--- src/rtl/sram_portb_dma.sv ---
// Read-DMA engine for port B of the shared data SRAM.
// Streams a contiguous block of 32-bit words from SRAM into a valid/ready
// stream. Reads are only issued when a FIFO slot is guaranteed for the
// returning data, so back-pressure never drops a word.
module sram_portb_dma #(
    parameter int ADDR_W = 13,
    parameter int LEN_W  = 14,
    parameter int RD_LAT = 2,
    parameter int DEPTH  = 4
) (
    input  logic              pll_core_cpuclk,
    input  logic              pad_cpu_rst_b,
    input  logic              start,
    input  logic [ADDR_W-1:0] cfg_base,
    input  logic [LEN_W-1:0]  cfg_len,
    output logic              busy,
    output logic              done,
    output logic [15:0]       dram1_portb_addr,
    output logic [3:0]        dram1_portb_wen,
    output logic [31:0]       dram1_portb_din,
    input  logic [31:0]       dram1_portb_dout,
    output logic              m_valid,
    input  logic              m_ready,
    output logic [31:0]       m_data,
    output logic              m_last
);

    localparam int PTR_W = (DEPTH > 1) ? $clog2(DEPTH) : 1;
    // Wide enough for in-flight reads plus FIFO occupancy.
    localparam int CNT_W = $clog2(DEPTH + RD_LAT + 2);
    localparam logic [LEN_W-1:0] LEN_ONE = LEN_W'(1);
    localparam logic [PTR_W-1:0] PTR_ONE = PTR_W'(1);
    localparam logic [PTR_W-1:0] PTR_LAST = PTR_W'(DEPTH - 1);
    localparam logic [CNT_W-1:0] CNT_ONE = CNT_W'(1);

    typedef enum logic [1:0] {ST_IDLE, ST_RUN, ST_FIN} state_t;

    state_t              state_reg, state_next;
    logic [ADDR_W-1:0]   base_reg;
    logic [LEN_W-1:0]    len_reg;
    logic [LEN_W-1:0]    issued_reg;
    logic [LEN_W-1:0]    popped_reg;
    logic [ADDR_W-1:0]   addr_reg;
    logic [RD_LAT:0]     vpipe_reg;
    logic [31:0]         fifo_mem [DEPTH];
    logic [PTR_W-1:0]    wr_ptr_reg;
    logic [PTR_W-1:0]    rd_ptr_reg;
    logic [CNT_W-1:0]    fifo_cnt_reg;
    logic [CNT_W-1:0]    inflight;
    logic [CNT_W:0]      occupancy;
    logic [CNT_W:0]      credit_limit;
    logic [LEN_W-1:0]    len_m1;
    logic                accept;
    logic                issue;
    logic                pop;
    logic                fifo_wr;
    logic                last_pop;

    // Port B is read-only from this engine.
    assign dram1_portb_wen  = 4'b0000;
    assign dram1_portb_din  = 32'd0;
    assign dram1_portb_addr = 16'(addr_reg);

    assign len_m1   = len_reg - LEN_ONE;
    assign accept   = (state_reg == ST_IDLE) && start;
    assign m_valid  = (fifo_cnt_reg != '0);
    assign m_data   = fifo_mem[rd_ptr_reg];
    assign m_last   = m_valid && (popped_reg == len_m1);
    assign pop      = m_valid && m_ready;
    assign fifo_wr  = vpipe_reg[RD_LAT];
    assign last_pop = pop && (popped_reg == len_m1);
    assign busy     = (state_reg == ST_RUN);
    assign done     = (state_reg == ST_FIN);

    // Count reads still travelling through the SRAM pipeline.
    always_comb begin
        inflight = '0;
        for (int i = 0; i <= RD_LAT; i++) begin
            inflight = inflight + {{(CNT_W-1){1'b0}}, vpipe_reg[i]};
        end
    end

    // Issue only when the word is guaranteed a FIFO slot; a pop this cycle
    // returns its slot immediately so the stream keeps one word per cycle.
    always_comb begin
        occupancy    = {1'b0, inflight} + {1'b0, fifo_cnt_reg};
        credit_limit = (CNT_W+1)'(DEPTH) + {{CNT_W{1'b0}}, pop};
        issue        = (state_reg == ST_RUN) && (issued_reg < len_reg) &&
                       (occupancy < credit_limit);
    end

    // FSM state register.
    always_ff @(posedge pll_core_cpuclk or negedge pad_cpu_rst_b) begin
        if (!pad_cpu_rst_b) state_reg <= ST_IDLE;
        else                state_reg <= state_next;
    end

    // FSM next state: a zero-length request goes straight to the done pulse.
    always_comb begin
        state_next = state_reg;
        case (state_reg)
            ST_IDLE: if (start) state_next = (cfg_len != '0) ? ST_RUN : ST_FIN;
            ST_RUN:  if (last_pop) state_next = ST_FIN;
            ST_FIN:  state_next = ST_IDLE;
            default: state_next = ST_IDLE;
        endcase
    end

    // Transfer configuration and progress counters; start is ignored unless idle.
    always_ff @(posedge pll_core_cpuclk or negedge pad_cpu_rst_b) begin
        if (!pad_cpu_rst_b) begin
            base_reg   <= '0;
            len_reg    <= '0;
            issued_reg <= '0;
            popped_reg <= '0;
        end else if (accept) begin
            base_reg   <= cfg_base;
            len_reg    <= cfg_len;
            issued_reg <= '0;
            popped_reg <= '0;
        end else begin
            if (issue) issued_reg <= issued_reg + LEN_ONE;
            if (pop)   popped_reg <= popped_reg + LEN_ONE;
        end
    end

    // Registered port-B address and the read-valid pipeline aligned to dout.
    always_ff @(posedge pll_core_cpuclk or negedge pad_cpu_rst_b) begin
        if (!pad_cpu_rst_b) begin
            addr_reg  <= '0;
            vpipe_reg <= '0;
        end else begin
            if (issue) addr_reg <= base_reg + issued_reg[ADDR_W-1:0];
            vpipe_reg <= {vpipe_reg[RD_LAT-1:0], issue};
        end
    end

    // FIFO pointers and occupancy.
    always_ff @(posedge pll_core_cpuclk or negedge pad_cpu_rst_b) begin
        if (!pad_cpu_rst_b) begin
            wr_ptr_reg   <= '0;
            rd_ptr_reg   <= '0;
            fifo_cnt_reg <= '0;
        end else begin
            if (fifo_wr) wr_ptr_reg <= (wr_ptr_reg == PTR_LAST) ? '0 : wr_ptr_reg + PTR_ONE;
            if (pop)     rd_ptr_reg <= (rd_ptr_reg == PTR_LAST) ? '0 : rd_ptr_reg + PTR_ONE;
            case ({fifo_wr, pop})
                2'b10:   fifo_cnt_reg <= fifo_cnt_reg + CNT_ONE;
                2'b01:   fifo_cnt_reg <= fifo_cnt_reg - CNT_ONE;
                default: fifo_cnt_reg <= fifo_cnt_reg;
            endcase
        end
    end

    // FIFO storage, one resettable word register per slot.
    generate
        for (genvar gi = 0; gi < DEPTH; gi++) begin : g_fifo
            // Capture returning read data into the slot under the write pointer.
            always_ff @(posedge pll_core_cpuclk or negedge pad_cpu_rst_b) begin
                if (!pad_cpu_rst_b)
                    fifo_mem[gi] <= '0;
                else if (fifo_wr && (wr_ptr_reg == PTR_W'(gi)))
                    fifo_mem[gi] <= dram1_portb_dout;
            end
        end
    endgenerate

endmodule

--- config.mk ---
export PLATFORM = sky130hd
export DESIGN_NAME = sram_portb_dma
export DESIGN_NICKNAME = d
export VERILOG_FILES = /design/src/rtl/sram_portb_dma.sv
export SDC_FILE = /design/constraint.sdc
export NUM_CORES = 1
export LEC_CHECK = 0
export CAP_MARGIN = 5
export CORE_MARGIN = 10
export CORE_UTILIZATION = 50
export CTS_CLUSTER_DIAMETER = 30
export DETAILED_ROUTE_END_ITERATION = 16
export GPL_TIMING_DRIVEN = 1
export HOLD_SLACK_MARGIN = 0.08
export PLACE_DENSITY = 0.72
export RECOVER_POWER = 25
export SYNTH_ARGS = -nofsm -noshare
export SYNTH_HDL_FRONTEND = slang
export SYNTH_SLANG_ARGS = --single-unit
--- constraint.sdc ---
create_clock -name pll_core_cpuclk -period 3.8 [get_ports pll_core_cpuclk]
set_input_delay 0.38 -clock pll_core_cpuclk [delete_from_list [all_inputs] [get_ports pll_core_cpuclk]]
set_output_delay 0.38 -clock pll_core_cpuclk [all_outputs]
set_load 0.01 [all_outputs]
Word-level counts from Yosys, hierarchy flattened. Cells that the tools add are included.

$add $sub $neg: 12. Equal/unequal tests: 11. Bitwise gates (word level): 1. Reduce and logical (&&, ||, !) cells: 18. Multiplexer cells: 14. Order comparisons: 3.

Operator list (number): $bmux 32 s2 (1); $mux 32 (2); $mux 14 (4); $add 14x1->14 const B (2); $eq 14x14->1 (1); $lt 14x14->1 (1); $reduce_bool 14->1 (1); $sub 14x1->14 const B (1); $add 13x13->13 (1); $eq 2x2->1 const B (5); $logic_and 1x1->1 (10); $mux 2 (5); $eq 2x1->1 const B (3); $pmux 3 s2 (1); $reduce_bool 2->1 (3); $add 2x1->2 const B (2); $add 3x1->4 const A (1); $add 3x3->4 (1); $logic_not 2->1 (2); $lt 4x4->1 (1); $pmux 2 s2 (1); $add 2x1->3 (1); $add 3x1->3 const B (1); $ge 3x3->1 const B (1); other kinds (7) (7).

Output and inout port bits: 88. Register bits: 208. Bits of input ports: 63. Word-level logic and storage cells: 73.

Logic depth before layout (Yosys ltp). Gate-level depths: netlist of run 1.

Depth in word-level cells: 7. Mapped depth: 11. Gate-level depth less buffers: 10.

Worst setup path before layout of run 1. Ideal clock, no wire load.

Kind: register to register. From: register vpipe_reg[0]. To: register issued_reg[7]. Slack: 1060 ps. Cell stages (with the launch flop): 11. Data arrival time: 2608 ps. Data required time: 3668 ps. Library setup time: 132 ps. Clock period less this slack: 2740 ps. Buffers on the path: 1. Cell sequence: dfrtp_1 > fa_1 > ha_1 > fa_1 > o32ai_1 > and3_1 > o21ai_1 > buf_2 > nor4_1 > xnor2_1 > nor2_1.

Cells in the longest elaborated chain, start to end: 6.

RTL lines: start: declaration (RTL line 44) `logic [RD_LAT:0] vpipe_reg;`; start signal: assignment (RTL line 134) `vpipe_reg <= {vpipe_reg[RD_LAT-1:0], issue};`; $add 1x1->2 (RTL line 79) `inflight = inflight + {{(CNT_W-1){1'b0}}, vpipe_reg[i]};`; $add 2x1->3 (RTL line 79); $add 3x3->4 (RTL line 86) `occupancy = {1'b0, inflight} + {1'b0, fifo_cnt_reg};`; $lt 4x4->1 (RTL line 89) `(occupancy < credit_limit);`; $logic_and 1x1->1 (RTL line 88) `issue = (state_reg == ST_RUN) && (issued_reg < len_reg) &&`; $reduce_bool 2->1 (no line); end signal: assignment (RTL line 122) `if (issue) issued_reg <= issued_reg + LEN_ONE;`; end: declaration (RTL line 41) `logic [LEN_W-1:0] issued_reg;`.

Every way passes these cells. A chain may end at the register's enable or synchronous reset.

Final worst setup path of run 1.
From: register len_reg[1]. To: output m_last.

Cells in the longest elaborated chain, start to end: 3.

RTL lines: start: declaration (RTL line 40) `logic [LEN_W-1:0] len_reg;`; start signal: assignment (RTL line 118) `len_reg <= cfg_len;`; $sub 14x1->14 (RTL line 64) `assign len_m1 = len_reg - LEN_ONE;`; $eq 14x14->1 (RTL line 68) `assign m_last = m_valid && (popped_reg == len_m1);`; $logic_and 1x1->1 (RTL line 68); end: declaration (RTL line 25) `output logic m_last`.

Every way passes these cells.

==> results.md, run 1 <==
* Status: complete, but fails checks
* Failing checks: max-capacitance violations, max-slew violations
* Final Hold Fails at 0
* Finished Layout Cells at 1319
* Largest register FFs at 128
* Area of the multi-input gates at 5010 µm²
* Pwr Total at 13.6 mW
* Final worst slack at 0.0598 ns
* TritonCTS buffer count at 47
* Ant. Diodes at 0
* CP peak stage delay at 0.53 ns
* Ys Warns at 0
* DR vias at 7095
* Pre-CTS setup slack at 0.590 ns
* Vias in the first global route at 7429
* Clock Latency Late Sink at 0.53 ns
* Power Dens Cells at 993 nW/µm²
* Met2 GRT Util at 28.4%
* Most frequent cells in the layout: 206 x dfrtp_1, 143 x mux2_2, 110 x clkdlybuf4s50_1
* GR Util met3 at 3.50%
* CP top delay family: buffers and inverters
* Post-DP Area at 11900 µm²
* Largest net degree at the start of global routing at 116
* FF+latch area at 5210 µm²
* Clock skew at 0.0112 ns
* Leakage at 5.92 nW
* CP Max Fanout at 4
* H-tree level count at 2
* GP Congestion at 0.793
* Crit end category: output port
* Final min period at 3.74 ns
* Number of iterations in the first detailed-routing pass at 4
* CTS tree: yes
* Chip Height at 166 µm
* Area grow syn2layout at 28.9%
* Die X-Extent at 166 µm
* CP most frequent cell: buf_4
* Buffers on Ports at 111
* CTS Buffer Depth at 3
* Post-synthesis cell count at 864
* Iter 0 DRT Violations at 395
* Synth unique cells at 59
* Max-Cap Viols at 1
* I/O pins at 151
* Cell Rows at 53
* Commonest non-fill, non-tap cell in the layout: dfrtp_1
* Initial antenna violation count at 0
* Design Area, Final at 13700 µm²
* Layout cells sized above 1 at 27.7%
* Asr flop ratio synth at 100%
* Crit Path Class: reg2out
* Crit path max-delay cell type: clkdlybuf4s50_1
* Detail-routed via count per cell at 5.38
* Routed Antenna Nets at 0
* Final nets at 1111
* Worst Hold Class: reg2reg
* Slew @ Worst Pin at 2.84 ns
* Syn Area/Cell at 12.3 µm²
* Top Usage Layer GRT: met2
* Routed WL per cell at 17.7 µm
* Post-synth top flop: dfrtp_1
* Residual DRC at 0
* Clock sink count at 208
* Top reg by flops: fifo_mem
* Die area at 27500 µm²
* Sequential share of the synthesized area at 49.0%
* Synthesized flop and latch total at 208
* Max Clock Freq at 267 MHz
* Number of flops mapped to enable cells by yosys at 0
* Global-route wire length before repair at 38.7 mm
* GRT overflow at 0
* # setup viols final at 0
* Maximum VDD drop at 0.416 mV
* CTS Root Cell: clkbuf_16
* Initial Util at 50.7%
* Buffers & Inverters on Critical Path at 5
* Post-DP HPWL at 15.5 mm
* Worst-path clk slew at 0.05 ns
* CP arrival at 3.36 ns
* Slew Limit Fails at 114
* CORE AREA at 21000 µm²
* GRT Total Usage at 16.6%
* Period utilization at 98.4%
* Placed cells at 1225
* Fillers at 1600
* GR met1 Demand/Resource at 20.5%
* Normalized max-slew margin at -89.1%
* Cell Area, Synth at 10600 µm²
* Crit path launch type: flop
* Worst-path cell chain: inv_1 > ha_1 > nor4b_4 > buf_4 > buf_4 > a211oi_1 > o211a_1 > o21ai_0 > nor4_2 > buf_4 > and2_1 > clkdlybuf4s50_1
* WP data required at 3.42 ns
* Post-Route WL at 23.4 mm
## worst paths after layout
path                                      start       endpoint  slack, ns  cells after the start
worst min register to register     vpipe_reg[0]   vpipe_reg[1]       0.41                      0
min in group asynchronous         pad_cpu_rst_b   fifo_mem[72]       1.29                      2
worst max-delay path                 len_reg[1]         m_last       0.06                     12
max in group asynchronous         pad_cpu_rst_b    addr_reg[2]       0.83                      2
worst min-delay path               vpipe_reg[0]   vpipe_reg[1]       0.41                      0
worst max register to register  fifo_cnt_reg[0]  issued_reg[4]       0.74                      9
## cells in the mapped netlist (6+ instances only)
| master | number | area share, % |
|---|---|---|
| dfrtp_1 | 208 | 49 |
| mux2_2 | 143 | 15 |
| nand2_1 | 58 | 2.0 |
| o21ai_0 | 43 | 2.0 |
| nor2_1 | 40 | 1.4 |
| buf_4 | 39 | 2.8 |
| ha_1 | 36 | 4.2 |
| inv_1 | 33 | 1.2 |
| mux4_2 | 32 | 6.8 |
| xnor2_1 | 28 | 2.3 |
| xor2_1 | 21 | 1.7 |
| nor3_1 | 16 | 0.75 |
| buf_1 | 14 | 0.49 |
| clkbuf_1 | 14 | 0.49 |
| a21oi_1 | 12 | 0.57 |
| nand4_1 | 12 | 0.71 |
| nand3_1 | 11 | 0.52 |
| a211oi_1 | 8 | 0.57 |
| nand2b_1 | 8 | 0.47 |
| and3_1 | 7 | 0.41 |
| nor2b_1 | 6 | 0.35 |
| nor4_1 | 6 | 0.35 |
## cell type report
cell class	instances	share of cell area, %
flip-flops and latches	208	38.0
multi-input cells	587	36.6
repair buffers	130	9.40
clock buffers	58	9.39
clock inverters	27	3.20
well taps	275	2.51
inverters	34	0.931
## report_power, final
group / switching (mW) / leakage [nW] / internal, mW / total [mW]
clock: 1.26 / 0.830 / 3.07 / 4.33
sequential: 0.699 / 2.50 / 3.28 / 3.98
combinational: 2.34 / 2.59 / 2.95 / 5.30
total: 4.30 / 5.92 / 9.31 / 13.6
## metal layers
layer	wire [µm]	vias to the layer above
li1	-	3309
met4	423	0
met3	1030	37
met5	0	-
met1	10200	3561
met2	11800	188
## metrics by stage
| stage | hold WS (ns) | util (%) | TNS, ns |
|---|---|---|---|
| 2_1_floorplan | 0.0844 | - | 0 |
| 3_3_place_gp | 0.396 | 56.9 | 0 |
| 3_5_place_dp | 0.401 | 56.9 | 0 |
| 4_1_cts | 0.411 | 65.1 | 0 |
| 5_1_grt | 0.424 | 65.4 | -0.0293 |
| 6_report | 0.407 | 65.4 | 0 |
## kinds of logic (layout without fill, tap and decap cells)
group / Yosys count / after routing / share of synthesized area, %
multiplexers: 180 / 180 / 22.4
AND/OR/NAND/NOR: 188 / 188 / 8.94
buffers and inverters: 107 / 249 / 5.31
AO/OA/AOI/OAI: 91 / 91 / 5.31
XOR/XNOR: 49 / 49 / 4.04
other: 1 / 39 / 0.0353
adder cells (fa/ha/maj): 40 / 40 / 4.99
flip-flops: 208 / 208 / 49.0
## what timing repair did
item / 4_1_cts / 5_1_grt
hold endpoints to repair: 113 / 0
endpoints found under the setup margin: 0 / 1
buffers inserted: 0 / 8
hold buffers: 1 / 0
resized for setup: 0 / 1
Power figures use the tool's default switching activity.
==> run 2, diff against run 1 <==
Settings changed: SLEW_MARGIN from default to 10.
==> results of run 2 <==
No change in the layout: final DEF, timing and power equal those of run 1.
==> run 3, diff against run 2 <==
Settings changed: CAP_MARGIN 5 to default, PLACE_DENSITY 0.72 to 0.71.
==> run 3 against run 2 <==
The run still ends with max-capacitance violations, max-slew violations left. Hold slack better by 0.0039 ns. Setup slack better by 0.45 ns. Wire length down 0.93%. First-iteration DRC count down 11%. Power down 2.6%. Sequential share of layout area up 0.50 points. Critical endpoint unchanged. Cell area down 1.3%. Largest cell class unchanged.
==> results.md, run 3 (same netlist as run 1, synthesis figures left out) <==
* Clock Latency Late Sink at 0.53 ns
* Layout cells sized above 1 at 27.4%
* Sw Ratio at 32.2%
* Initial antenna violation count at 0
* # setup viols final at 0
* Initial Util at 50.7%
* Normalized max-slew margin at -21.2%
* Post-Route WL at 23.2 mm
* Crit Path Class: reg2out
* Clock sink count at 208
* P_sw at 4.27 mW
* Residual DRC at 0
* Period utilization at 86.7%
* Final nets at 1103
* CP Max Fanout at 7
* Flop pwr share at 30.0%
* Finished Layout Cells at 1312
* Setup TNS at 0 ns
* Most frequent cells in the layout: 206 x dfrtp_1, 143 x mux2_2, 109 x clkdlybuf4s50_1
* Combinational Power Share at 39.5%
* Pre-CTS setup slack at 0.645 ns
* Slew @ Worst Pin at 1.82 ns
* Reg2Reg Depth at 9
* Final Hold Fails at 0
* CORE AREA at 21000 µm²
* Hold_ws at 0.411 ns
* Area grow syn2layout at 27.3%
* Largest net degree at the start of global routing at 75
* Top reg by flops: fifo_mem
* Iter 0 DRT Violations at 352
* Routed WL per cell at 17.7 µm
* Routed Antenna Nets at 0
* Setup repair bufs after CTS at 0
* GRT overflow at 0
* Power Dens Cells at 980 nW/µm²
* Failing checks: max-capacitance violations, max-slew violations
* GRT Total Usage at 16.7%
* TritonCTS buffer count at 46
* Worst Hold Class: reg2reg
* Max Clock Freq at 304 MHz
* Worst-path clk slew at 0.05 ns
* CTS Root Cell: clkbuf_16
* Die X-Extent at 166 µm
* Crit path launch type: flop
* Slew Limit Fails at 74
* Chip Height at 166 µm
* Clock share of power at 30.5%
* CTS tree: yes
* CP arrival at 2.91 ns
* Largest register FFs at 128
* Placed cells at 1226
* P_int at 8.99 mW
* Worst Hold Depth at 0
* Worst-path cell chain: inv_1 > ha_2 > nor4b_4 > mux2i_1 > nor4_2 > o211ai_1 > nor4_2 > and2_1 > dlymetal6s2s_1
* Number of iterations in the first detailed-routing pass at 4
* Leakage at 5.86 nW
* Global-route wire length before repair at 39.1 mm
* GP Congestion at 0.815
* Clock skew at 0.0120 ns
* Commonest non-fill, non-tap cell in the layout: dfrtp_1
* Final worst slack at 0.507 ns
* CTS Buffer Depth at 3
* Crit path max-delay cell type: dfrtp_2
* Detail-routed via count per cell at 5.38
* CP peak stage delay at 0.44 ns
* Vias in the first global route at 7497
* Max-Cap Viols at 1
* Buffers on Ports at 111
* Maximum VDD drop at 0.491 mV
* Cell Rows at 53
* WP data required at 3.42 ns
* DR vias at 7053
* I/O pins at 151
* Ant. Diodes at 0
* Final min period at 3.29 ns
* Post-DP HPWL at 15.4 mm
* Unrepaired setup endpoints after global routing: false
* Pwr Total at 13.3 mW
* Die area at 27500 µm²
* Crit end category: output port
* H-tree level count at 2
* Status: complete, but fails checks
* CP most frequent cell: nor4_2
run 3: cell count changes in the layout (fill, tap and decap cells not counted), moves of 2 or more:
| cell | before | now |
|---|---|---|
| clkinv_2 | 5 | 12 |
| buf_4 | 15 | 9 |
| bufinv_16 | 10 | 6 |
| inv_6 | 0 | 4 |
| clkinv_4 | 5 | 2 |
| clkinv_8 | 2 | 0 |
| clkinvlp_4 | 5 | 3 |
run 3: worst paths after layout:
path | from | endpoint | slack (ns)
setup / recovery | len_reg[0] | m_last | 0.51
hold / removal | vpipe_reg[1] | vpipe_reg[2] | 0.41
setup reg to reg | fifo_cnt_reg[0] | issued_reg[13] | 0.87
hold reg to reg | vpipe_reg[1] | vpipe_reg[2] | 0.41
max in group asynchronous | pad_cpu_rst_b | popped_reg[11] | 1.52
min in group asynchronous | pad_cpu_rst_b | fifo_mem[39] | 0.89
run 3: layer usage:
metal	GRT usage, %	up-vias	wire length (µm)
met5	0	-	0
li1	-	3301	-
met2	28.0	168	11500
met1	21.0	3546	10100
met4	4.82	0	398
met3	3.95	38	1170
run 3: area by class of cell:
cell class	instances	area [µm²]
Tap cell	275	344
Clock buffer	57	1270
Sequential cell	208	5210
Fill cell	1634	7430
Clock inverter	28	335
Multi-Input combinational cell	587	5010
Inverter	34	128
Timing Repair Buffer	123	1230
run 3: critical path: cells and delay by family, from the launching register on:
family | cells | cell delay [ns]
buffers and inverters | 2 | 0.25
AND/OR/NAND/NOR | 4 | 1.20
multiplexers | 1 | 0.16
flip-flops | 1 | 0.44
adder cells (fa/ha/maj) | 1 | 0.20
AO/OA/AOI/OAI | 1 | 0.14
run 3: repair_timing:
action / 4_1_cts / 5_1_grt
resized for setup: 0 / 4
endpoints found under the setup margin: 0 / 1
endpoints found under the hold margin: 71 / 0
hold buffers: 1 / 0
run 3: stage by stage:
stage | util [%] | instance area, µm²
2_1_floorplan | - | 10800
3_3_place_gp | 56.8 | 11900
3_5_place_dp | 56.8 | 11900
4_1_cts | 64.6 | 13500
5_1_grt | 64.6 | 13500
6_report | 64.6 | 13500
run 3: power by group through the flow:
stage | Sequential, mW | Clock (mW) | Combinational [mW]
after floorplan | 3.79 | 0 | 3.66
after global placement | 3.96 | 0 | 5.18
after detailed placement | 4.00 | 0 | 5.28
after CTS | 3.99 | 4.12 | 5.34
after global routing | 4.13 | 4.24 | 5.77
final | 3.98 | 4.04 | 5.24
==> variant 1: new RTL, config.mk and constraints of run 2 <==
Make the reset (`pad_cpu_rst_b`) synchronous in 5 clocked blocks.
--- a/src/rtl/sram_portb_dma.sv
+++ b/src/rtl/sram_portb_dma.sv
@@ -92,3 +92,3 @@
     // FSM state register.
-    always_ff @(posedge pll_core_cpuclk or negedge pad_cpu_rst_b) begin
+    always_ff @(posedge pll_core_cpuclk) begin
         if (!pad_cpu_rst_b) state_reg <= ST_IDLE;
@@ -109,3 +109,3 @@
     // Transfer configuration and progress counters; start is ignored unless idle.
-    always_ff @(posedge pll_core_cpuclk or negedge pad_cpu_rst_b) begin
+    always_ff @(posedge pll_core_cpuclk) begin
         if (!pad_cpu_rst_b) begin
@@ -127,3 +127,3 @@
     // Registered port-B address and the read-valid pipeline aligned to dout.
-    always_ff @(posedge pll_core_cpuclk or negedge pad_cpu_rst_b) begin
+    always_ff @(posedge pll_core_cpuclk) begin
         if (!pad_cpu_rst_b) begin
@@ -138,3 +138,3 @@
     // FIFO pointers and occupancy.
-    always_ff @(posedge pll_core_cpuclk or negedge pad_cpu_rst_b) begin
+    always_ff @(posedge pll_core_cpuclk) begin
         if (!pad_cpu_rst_b) begin
@@ -158,3 +158,3 @@
             // Capture returning read data into the slot under the write pointer.
-            always_ff @(posedge pll_core_cpuclk or negedge pad_cpu_rst_b) begin
+            always_ff @(posedge pll_core_cpuclk) begin
                 if (!pad_cpu_rst_b)
Function: differs if pad_cpu_rst_b is asserted again (counterexample within 4 cycles, from zero or initial values and one cycle with pad_cpu_rst_b low); with pad_cpu_rst_b held inactive, the same outputs for 10 cycles.
==> variant 1 against run 2 <==
Synthesized cell count up 12%; cell count up 6.1%; final area down 3.0%; sequential cell count up 2; clock skew up 0.0024 ns; synthesized area up 0.65%; register-to-register slack worse by 0.15 ns; largest cell class unchanged; setup slack better by 0.43 ns; die area up 0.57%; critical endpoint is now fifo_mem[0][18]$_SDFFCE_PN0P_; the run still ends with max-capacitance violations, max-slew violations left; routed wire length up 9.6%.
Power is not compared: it rests on default switching activity, and its combinational part moved more than twofold at a synthesized area within 25%.
==> variant 1: results (changes against run 2) <==
stage,metric,value,unit,change
grt,grtUsageMet3,4.591,%,+1.1 points
grt,use_met2,31.56,%,+3.1 points
detailed_routing,wl,25660,um,+9.6%
detailed_routing,drt_pass1_iterations,5,,+1
critical_path,critical_path_arrival,3.56,ns,+0.20 ns
detailed_routing,wl_met2,12870,um,+8.9%
detailed_routing,wl_met1,10550,um,+3.9%
synthesis,seq_area_frac_synth,51.28,%,+2.3 points
grt,grt_max_degree,52,,-55%
detailed_routing,post_drt_via_cell_ratio,5.459,,+1.5%
place,post-place-ws,0.5954,ns,+0.005293 ns
synthesis,synth-adder-area-share,4.960,%,-0.032 points
synthesis,synth_cells,965,,+12%
place,dpl.hpwl,17280,um,+12%
clock_network,clock_latency,0.51,ns,-0.02 ns
synthesis,yosys_most_used_dff,edfxtp_1,,
grt,grt.total_usage,18.10,%,+1.5 points
synthesis,synth_xor_xnor_area_share,3.357,%,-0.68 points
timing,fin_skew,0.01358,ns,+0.002355 ns
synthesis,synth_edf_count,128,,+128
final_layout,layout.nets,1197,,+7.7%
synthesis,synth_compound_area_share,8.364,%,+3.1 points
synthesis,yosys-top-cells-area,"edfxtp_1 (36%), dfxtp_1 (15%), and2_1 (7.9%)",,
place,place_area,12020,um2,+0.89%
critical_path,slowest_delay,1.66,ns,+1.13 ns
synthesis,synth_common_cells,"and2_1 (135), edfxtp_1 (128), nand2_1 (92), dfxtp_1 (82), a21oi_1 (61)",,
outcome,status,"complete, but fails checks",,
grt,grtUsageMet1,21.42,%,+0.91 points
outcome,violations,"max-capacitance violations, max-slew violations",,
flow_run,cap_violations,3,,+2
critical_path,crit_fanout,51,,+47
timing,drv_slew,103,,-9.6%
clock_network,cts_made_buffers,42,,-11%
place,dp.cells,1325,,+8.2%
grt,grt_pass1_vias,7881,,+6.1%
grt,grt_first_pass_wirelength,41400,um,+6.9%
synthesis,synthMuxAreaShare,7.112,%,-15 points
power_and_ir_drop,peakVddDrop,323.3,uV,
synthesis,synth.most_common_cell,and2_1,,
final_layout,drive_above_1_share,11.02,%,-17 points
worst_hold_path,hp-class,input pin to register,,
variant 1: cell count changes after synthesis, moves of 10 or more:
cell,run 2,this run
and2_1,3,135
clkbuf_1,14,35
a21oi_1,12,61
dfrtp_1,208,0
o21ai_0,43,22
nand3_1,11,22
dfxtp_1,0,82
edfxtp_1,0,128
or4_1,1,11
nand2_1,58,92
mux2_2,143,0
variant 1: tightest hold or removal path, stage by stage:
cell and delay (ns):
clkdlybuf4s50_1 0.39, nand2_1 0.05, a21oi_1 0.05
variant 1: layout make-up:
class,instances,area (um2)
sequential,210,5487
clock buffer,58,1142
clock inverter,17,177.7
fill,1683,7725
timing repair buffer,134,1276
tap,275,344.1
inverter,37,138.9
multi-input combinational,669,4731
variant 1: cell families after synthesis:
logic type | Yosys count
muxes | 36
other | 1
adders and majority gates | 40
DFF | 210
xor gates and xnor gates | 41
buffers and inverters | 124
AOI/OAI and AO/OA | 140
and+or+nand+nor | 373
variant 1: path summary, 6_finish.rpt:
check,end,slack [ns],cells after the start,from
hold reg to reg,base_reg[2]$_SDFFE_PN0P_,0.46,2,base_reg[2]$_SDFFE_PN0P_
hold / removal,base_reg[0]$_SDFFE_PN0P_,0.42,3,cfg_base[0]
setup / recovery,fifo_mem[0][18]$_SDFFCE_PN0P_,0.49,6,pad_cpu_rst_b
setup reg to reg,addr_reg[6]$_SDFFE_PN0P_,0.59,9,fifo_cnt_reg[0]$_SDFFE_PN0P_
variant 1: where the power goes:
group	internal [mW]	total (mW)	switching [mW]	leakage, nW
Clock	2.29	3.39	1.11	0.640
Combinational	0.291	0.645	0.353	2.41
Sequential	2.51	2.57	0.0575	1.99
==> variant 2: new RTL, settings of run 2 <==
Made on the original files. Set the parameter `DEPTH` to 2 (it was 4).
--- a/src/rtl/sram_portb_dma.sv
+++ b/src/rtl/sram_portb_dma.sv
@@ -8,3 +8,3 @@
     parameter int RD_LAT = 2,
-    parameter int DEPTH  = 4
+    parameter int DEPTH  = 2
 ) (
Check against the original RTL: not equivalent (a bounded check fails within 10 cycles, from zero or initial values and one cycle with pad_cpu_rst_b low).
==> variant 2 against run 2 <==
The run still ends with max-capacitance violations, max-slew violations left; hold slack better by 0.0052 ns; cell count down 19%; core utilization down 2.7 points; final area down 30%; power down 48%; setup slack better by 0.42 ns; synthesized area down 26%; sequential cell count down 66; routed wire length down 18%; largest cell class is now multi-input gates.
==> variant 2: results (changes against run 2) <==
stage,metric,value,unit,change
worst_hold_path,hp-class,register to register,,
detailed_routing,wl,19230,um,-18%
timing,drv_slew,96,,-16%
synthesis,seq_area_frac_synth,45.28,%,-3.7 points
detailed_routing,drt_pass1_iterations,5,,+1
synthesis,synth_xor_xnor_area_share,4.688,%,+0.65 points
clock_network,clock_latency,0.42,ns,-0.11 ns
synthesis,synth_common_cells,"dfrtp_1 (142), mux2_2 (96), nand2_1 (81), buf_4 (40), nor2_1 (36)",,
grt,grt_pass1_vias,6237,,-16%
grt,grt.total_usage,18.38,%,+1.8 points
flow_run,cap_violations,1,,unchanged
timing,tightestPinTransition,2.370,ns,-0.4667 ns
clock_network,post-cts-setup-buffers,0,,unchanged
final_layout,largest-register,fifo_mem,,
critical_path,crit_fanout,10,,+6
final_layout,drive_above_1_share,18.18,%,-9.5 points
timing,fin_skew,0.007776,ns,-0.003453 ns
clock_network,clockBufferDepth,2,,-1
place,gp_congestion,0.8730,,+10%
clock_network,htree_levels,4,,+2
place,post-place-ws,0.4131,ns,-0.1770 ns
clock_network,clkSlewWorstSetupHoldPaths,0.06,ns,
detailed_routing,num_vias,5778,,-19%
grt,grt_first_pass_wirelength,32150,um,-17%
synthesis,synthMuxAreaShare,14.43,%,-8.0 points
synthesis,synth_compound_area_share,10.27,%,+5.0 points
timing,hold_viol,0,,unchanged
final_layout,layout.nets,944,,-15%
place,dpl.hpwl,14340,um,-7.3%
outcome,violations,"max-capacitance violations, max-slew violations",,
power_and_ir_drop,peakVddDrop,402.8,uV,-3.2%
place,port_buffers,111,,unchanged
synthesis,yosys-top-cells-area,"dfrtp_1 (45%), mux2_2 (14%), ha_1 (4.9%)",,
final_layout,diodes,0,,unchanged
synthesis,yosysWarningCount,0,,unchanged
clock_network,clock-root-buffer,clkbuf_16,,
clock_network,cts_made_buffers,17,,-64%
detailed_routing,drtIter0Drc,505,,+28%
power_and_ir_drop,p_leak,4.194,nW,-29%
outcome,status,"complete, but fails checks",,
final_layout,largest_reg_flops,64,,-50%
place,place_area,9017,um2,-24%
synthesis,post_synth_num_cell_types,69,,+17%
grt,grt_max_degree,96,,-17%
synthesis,async_flop_share,100.0,%,unchanged
critical_path,critical_path_arrival,2.94,ns,-0.42 ns
synthesis,synth-adder-area-share,5.963,%,+0.97 points
variant 2: cell types whose count changed in the layout (fill, tap and decap cells not counted), moves of 7 or more:
| cell | delta |
|---|---|
| o21ai_1 | +11 |
| xnor2_1 | -11 |
| clkbuf_16 | -30 |
| mux4_2 | -32 |
| o31ai_1 | +9 |
| mux2_2 | -47 |
| nand2_1 | +23 |
| a21oi_1 | +10 |
| dfrtp_1 | -64 |
| bufinv_16 | -8 |
| buf_4 | -8 |
| o21ai_0 | -15 |
| nor3_1 | -8 |
| or4_1 | +7 |
variant 2: final cells by class:
class	instances	area, um2
repair buffers	118	1161
fillers	1269	5708
clock buffers	18	439.2
clock inverters	13	141.4
multi-input cells	533	3920
well taps	211	264.0
flip-flops and latches	142	3553
inverters	34	127.6
variant 2: power breakdown:
group / leakage [nW] / internal [mW] / switching [mW] / total, mW
Clock: 0.267 / 0.980 / 0.644 / 1.62
Combinational: 2.20 / 1.61 / 1.32 / 2.94
Sequential: 1.73 / 2.05 / 0.403 / 2.46
variant 2: path summary, 6_finish.rpt:
path	start	to	slack, ns	cells after the start
min reg2reg	vpipe_reg[1]$_DFF_PN0_	vpipe_reg[2]$_DFF_PN0_	0.41	0
max	len_reg[0]$_DFFE_PN0P_	m_last	0.48	9
max in group asynchronous	pad_cpu_rst_b	len_reg[1]$_DFFE_PN0P_	1.72	2
min in group asynchronous	pad_cpu_rst_b	len_reg[9]$_DFFE_PN0P_	0.67	1
min	vpipe_reg[1]$_DFF_PN0_	vpipe_reg[2]$_DFF_PN0_	0.41	0
max reg2reg	vpipe_reg[0]$_DFF_PN0_	issued_reg[7]$_DFFE_PN0P_	0.55	11
variant 2: through the flow:
step	hold WS [ns]	instances
global route	0.4325	1069
global placement	0.3898	1038
floorplan	0.08441	776
finish	0.4123	1069
detailed placement	0.4122	1038
CTS	0.09388	1069
variant 2: critical path: stages, from the launching register on:
cell            delay (ns)
dfrtp_1               0.45
inv_1                 0.15
ha_4                  0.20
or4b_4                0.51
nor4b_2               0.34
mux2i_1               0.27
o31ai_2               0.10
o2111ai_2             0.24
nor2b_1               0.07
dlymetal6s2s_1        0.19
variant 2: per-layer routing:
| layer | part of all wire [%] | track usage (%) | vias up |
|---|---|---|---|
| met5 | 0 | 0 | - |
| li1 | - | - | 2746 |
| met3 | 4.2 | 4.564 | 30 |
| met2 | 52 | 31.92 | 163 |
| met4 | 1.7 | 6.117 | 0 |
| met1 | 42 | 21.73 | 2839 |
variant 2: timing repair:
action                                  4_1_cts  5_1_grt
endpoints found under the setup margin        1        1
resized for setup                             1        2
cloned                                        0        0
endpoints found under the hold margin         0        0
